`src/rtl/bin2bcd_seq.sv`:
```
// Sequential 10-bit binary to 3-digit BCD converter (double dabble, one bit per cycle).
// Inputs above 999 either clamp to 999 or wrap modulo 1000, and always raise overflow.
module bin2bcd_seq #(
    parameter bit          SATURATE = 1'b1,
    parameter int unsigned ITER     = 10
) (
    input  logic       clk,
    input  logic       rst,
    input  logic       start,
    input  logic [9:0] bin_in,
    output logic       busy,
    output logic       done,
    output logic [3:0] bcd_hundreds,
    output logic [3:0] bcd_tens,
    output logic [3:0] bcd_units,
    output logic       overflow
);

    localparam int unsigned BIN_W  = 10;
    localparam int unsigned DIG_W  = 4;
    localparam int unsigned NDIG   = 3;
    localparam int unsigned BCD_W  = NDIG * DIG_W;
    localparam int unsigned WORK_W = BCD_W + BIN_W;
    localparam int unsigned CNT_W  = 4;
    localparam int unsigned LIMIT  = 999;

    typedef enum logic [1:0] {
        S_IDLE  = 2'd0,
        S_SHIFT = 2'd1,
        S_DONE  = 2'd2
    } state_t;

    state_t              state_q, state_d;
    logic [WORK_W-1:0]   work_q, work_d;
    logic [CNT_W-1:0]    cnt_q, cnt_d;
    logic                in_ovf_q, in_ovf_d;
    logic                busy_q, busy_d;
    logic                done_q, done_d;
    logic [DIG_W-1:0]    hun_q, hun_d;
    logic [DIG_W-1:0]    ten_q, ten_d;
    logic [DIG_W-1:0]    unit_q, unit_d;
    logic                ovf_q, ovf_d;

    logic [WORK_W-1:0]   adj_c;
    logic [WORK_W:0]     step_c;
    logic                last_step_c;
    logic                clamp_c;

    // One double-dabble step; step_c's top bit is the transient thousands bit.
    always_comb begin
        adj_c = work_q;
        for (int i = 0; i < int'(NDIG); i++) begin
            if (work_q[BIN_W + DIG_W*i +: DIG_W] >= 4'd5) begin
                adj_c[BIN_W + DIG_W*i +: DIG_W] = work_q[BIN_W + DIG_W*i +: DIG_W] + 4'd3;
            end
        end
        step_c = {adj_c, 1'b0};
    end

    assign last_step_c = (cnt_q == CNT_W'(ITER - 1));
    assign clamp_c     = SATURATE && (in_ovf_q || step_c[WORK_W]);

    // State register
    always_ff @(posedge clk) begin
        if (rst) state_q <= S_IDLE;
        else     state_q <= state_d;
    end

    // Next-state logic
    always_comb begin
        state_d = state_q;
        case (state_q)
            S_IDLE:  if (start) state_d = S_SHIFT;
            S_SHIFT: if (last_step_c) state_d = S_DONE;
            S_DONE:  state_d = S_IDLE;
            default: state_d = S_IDLE;
        endcase
    end

    // Datapath and registered-output next values
    always_comb begin
        work_d   = work_q;
        cnt_d    = cnt_q;
        in_ovf_d = in_ovf_q;
        hun_d    = hun_q;
        ten_d    = ten_q;
        unit_d   = unit_q;
        ovf_d    = ovf_q;
        busy_d   = (state_d == S_SHIFT);
        done_d   = (state_d == S_DONE);
        case (state_q)
            S_IDLE: begin
                if (start) begin
                    work_d   = WORK_W'(bin_in);
                    cnt_d    = '0;
                    in_ovf_d = (bin_in > BIN_W'(LIMIT));
                end
            end
            S_SHIFT: begin
                work_d = step_c[WORK_W-1:0];
                cnt_d  = cnt_q + CNT_W'(1);
                if (last_step_c) begin
                    ovf_d = in_ovf_q;
                    if (clamp_c) begin
                        hun_d  = 4'd9;
                        ten_d  = 4'd9;
                        unit_d = 4'd9;
                    end else begin
                        hun_d  = step_c[BIN_W + 2*DIG_W +: DIG_W];
                        ten_d  = step_c[BIN_W + DIG_W   +: DIG_W];
                        unit_d = step_c[BIN_W           +: DIG_W];
                    end
                end
            end
            default: ;
        endcase
    end

    always_ff @(posedge clk) begin
        if (rst) begin
            work_q   <= '0;
            cnt_q    <= '0;
            in_ovf_q <= 1'b0;
            busy_q   <= 1'b0;
            done_q   <= 1'b0;
            hun_q    <= '0;
            ten_q    <= '0;
            unit_q   <= '0;
            ovf_q    <= 1'b0;
        end else begin
            work_q   <= work_d;
            cnt_q    <= cnt_d;
            in_ovf_q <= in_ovf_d;
            busy_q   <= busy_d;
            done_q   <= done_d;
            hun_q    <= hun_d;
            ten_q    <= ten_d;
            unit_q   <= unit_d;
            ovf_q    <= ovf_d;
        end
    end

    assign busy         = busy_q;
    assign done         = done_q;
    assign bcd_hundreds = hun_q;
    assign bcd_tens     = ten_q;
    assign bcd_units    = unit_q;
    assign overflow     = ovf_q;

endmodule

```
`config.mk`:
```
export PLATFORM = sky130hd
export DESIGN_NAME = bin2bcd_seq
export DESIGN_NICKNAME = d
export VERILOG_FILES = /design/src/rtl/bin2bcd_seq.sv
export SDC_FILE = /design/constraint.sdc
export NUM_CORES = 1
export LEC_CHECK = 0
export ABC_AREA = 1
export ABC_CLOCK_PERIOD_IN_PS = 1900
export CORE_UTILIZATION = 50
export CTS_CLUSTER_SIZE = 24
export DETAILED_ROUTE_END_ITERATION = 7
export DONT_BUFFER_PORTS = 1
export PLACE_DENSITY_LB_ADDON = 0.05
export RECOVER_POWER = 25
export SLEW_MARGIN = 40
export SYNTH_ARGS = -nofsm -noshare
export SYNTH_HDL_FRONTEND = slang
export SYNTH_SLANG_ARGS = --single-unit
export TNS_END_PERCENT = 5
```
`constraint.sdc`:
```
create_clock -name clk -period 1.9 [get_ports clk]
set_input_delay 0.38 -clock clk [delete_from_list [all_inputs] [get_ports clk]]
set_output_delay 0.38 -clock clk [all_outputs]
set_load 0.01 [all_outputs]
```
==> summary.md <==
| Metric | Value |
|---|---|
| Pwr/cell area | `796 nW/µm²` |
| Max-slew violations | `0` |
| Setup bufs post-CTS | `0` |
| Leakage | `0.000928 µW` |
| Count of buffers from port buffering | `0` |
| Synth Register Bits | `44` |
| Critical-path cell list | `ha_1, nand2_1, nor2_1, nand2_4, nor2_2, nand2_2, o21ai_1, inv_1` |
| Critical Path AT | `1.75 ns` |
| Worst slew margin | `77.8%` |
| Placed inst area | `2120 µm²` |
| Top cells by area, synth | `dfxtp_1, nand2_1, nor2_1` |
| Layout cells sized above 1 | `7.07%` |
| Area Growth Syn to Fin | `8.09%` |
| Mapped Avg Cell Area | `6.97 µm²` |
| Clk_skew | `0.00489 ns` |
| Longest Clk Path Bufs | `2` |
| Net Count, Synth | `316` |
| Max IR drop VDD | `538 µV` |
| Unique masters post-synth | `25` |
| Max Freq | `642 MHz` |
| Finished Cell Area | `2220 µm²` |
| Diode count | `0` |
| Finished Core Util | `58.5%` |
| Worst min path class | `input pin to flip-flop` |
| Part of the Yosys area used for sequential elements | `42.8%` |
| Maxcap violations | `0` |
| Critical-path maximum fanout | `6` |
| TNS Setup | `0 ns` |
| Crit path launch type | `flip-flop` |
| First-pass GRT wire length | `7150 µm` |
| Max incr delay on CP | `0.40 ns` |
| Clock H-tree levels | `2` |
| Min Tclk post-route | `1.56 ns` |
| Total gr overflow | `0` |
| Worst EP required | `2.09 ns` |
| Hold_buf cts | `0` |
| Root Driver | `clkbuf_8` |
| Synth area leader | `dfxtp_1` |
| CP Class | `flip-flop to flip-flop` |
| GR Util All Layers | `21.8%` |
| WL per Instance | `12.1 µm` |
| CP max stage cell | `dfxtp_1` |
| Final setup vio count | `0` |
| Die Span X | `66.1 µm` |
| Standard-cell rows | `22` |
| TritonRoute pass-1 iters | `4` |
| Gp weighted congestion | `0.790` |
| Hold Vio Cnt, Final | `0` |
| Vias in the first global route | `1577` |
| Initial Utilization | `54.2%` |
| Yosys Warn Count | `0` |
| Commonest non-fill, non-tap cells in the layout | `nand2_1, nor2_1, dfxtp_1` |
| Die area | `4370 µm²` |
| DP HPWL | `2940 µm` |
| Finished Layout Cells | `345` |
| Cells after synthesis | `295` |
| Antenna viol nets, final | `0` |
| DRT iter0 DRCs | `112` |
| IO Pins | `28` |
| CTS tree | `done` |
| Core Area | `3800 µm²` |
| Antenna violations before repair | `0` |
| Worst-skew pair later-pin latency | `0.29 ns` |
| Post-route DRC | `0` |
| Outcome | `finished, final reports clean` |
| DR vias/cell | `5.15` |
| Synth Cell Area | `2060 µm²` |
| CTS sink cnt | `44` |
| Clock slew at reported path FFs | `0.08 ns` |
| Final period utilization | `82.0%` |
| Most common cell after layout, fill and taps aside | `nand2_1` |
| Largest net degree at the start of global routing | `40` |
| Layout Nets | `317` |
| RSZ-0062 raised after global routing | `false` |
| Die Ht | `66.1 µm` |
| DP Cell Count | `337` |
| Post-Route WL | `4180 µm` |
| Slew @ Worst Pin | `0.332 ns` |
| Nature of the critical path endpoint | `flip-flop` |
| Via count | `1778` |
| Top-area cell type share of the netlist area | `42.8%` |
| Pwr Total | `1770 µW` |
| Post_cts resized | `0` |
| CTS buffer count | `5` |
==> registers in the layout, indices dropped and copies added (netlist names) <==
name,count
overflow,1
done,1
bcd_tens,4
state_q,2
busy,1
bcd_units,4
bcd_hundreds,4
work_q,22
cnt_q,4
in_ovf_q,1
==> where the power goes <==
| part | leakage [µW] | switching (µW) | total, µW | internal [µW] |
|---|---|---|---|---|
| clock network | 0.0000552 | 305 | 695 | 390 |
| logic | 0.000516 | 71.3 | 116 | 44.2 |
| registers | 0.000357 | 15.5 | 959 | 943 |
==> path summary, 6_finish.rpt <==
check | depth (start not counted) | start | slack (ns) | to
worst max-delay path | 8 | cnt_q[0]$_SDFFE_PP0P_ | 0.34 | bcd_units[0]$_SDFFE_PP0P_
worst min-delay path | 1 | rst | 0.15 | work_q[7]$_SDFFE_PP0P_
worst max register to register | 8 | cnt_q[0]$_SDFFE_PP0P_ | 0.34 | bcd_units[0]$_SDFFE_PP0P_
worst min register to register | 2 | work_q[1]$_SDFFE_PP0P_ | 0.46 | work_q[1]$_SDFFE_PP0P_
==> Yosys cell counts (all sizes together) <==
cell type,number
nand2,76
nor2,48
dfxtp,44
inv,35
a21oi,26
o21ai,17
nand3,14
ha,8
buf,5
nand4,5
a31oi,4
clkbuf,4
nor3,3
a211oi,2
a22oi,2
o211ai,1
or2,1
==> layout make-up <==
cell class / instances / area (µm²)
fillers: 378 / 1580
multi-input cells: 207 / 996
flip-flops and latches: 44 / 881
inverters: 35 / 131
clock buffers: 6 / 72.6
well taps: 48 / 60.1
repair buffers: 3 / 47.5
clock inverters: 2 / 35.0
==> cells by family after synthesis <==
group	share of synthesized area (%)
and+or+nand+nor	30.0
AOI/OAI and AO/OA	13.5
buffers and inverters	8.76
adders and majority gates	4.87
DFF	42.8
==> stage by stage <==
| step | setup WS, ns | hold slack, ns |
|---|---|---|
| detailed placement | 0.350 | 0.451 |
| floorplan | 0.526 | 0.440 |
| CTS | 0.333 | 0.133 |
| global route | 0.167 | 0.122 |
| finish | 0.343 | 0.149 |
| global placement | 0.341 | 0.450 |
==> routing by layer <==
layer	vias to the layer above	wire, µm	GRT usage, %	part of all wire, %
met3	4	176	5.86	4.2
met2	32	1960	35.2	47
met5	-	0	0	0
li1	942	-	-	-
met4	0	46	7.18	1.1
met1	800	2000	27.8	48
==> worst max-delay path: cells and delay by family, from the launching register on <==
family / cells / cell delay [ns]
and+or+nand+nor: 5 / 0.70
DFF: 1 / 0.40
adders and majority gates: 1 / 0.17
AOI/OAI and AO/OA: 1 / 0.14
buffers and inverters: 1 / 0.05
(Power assumes the default switching activity.)
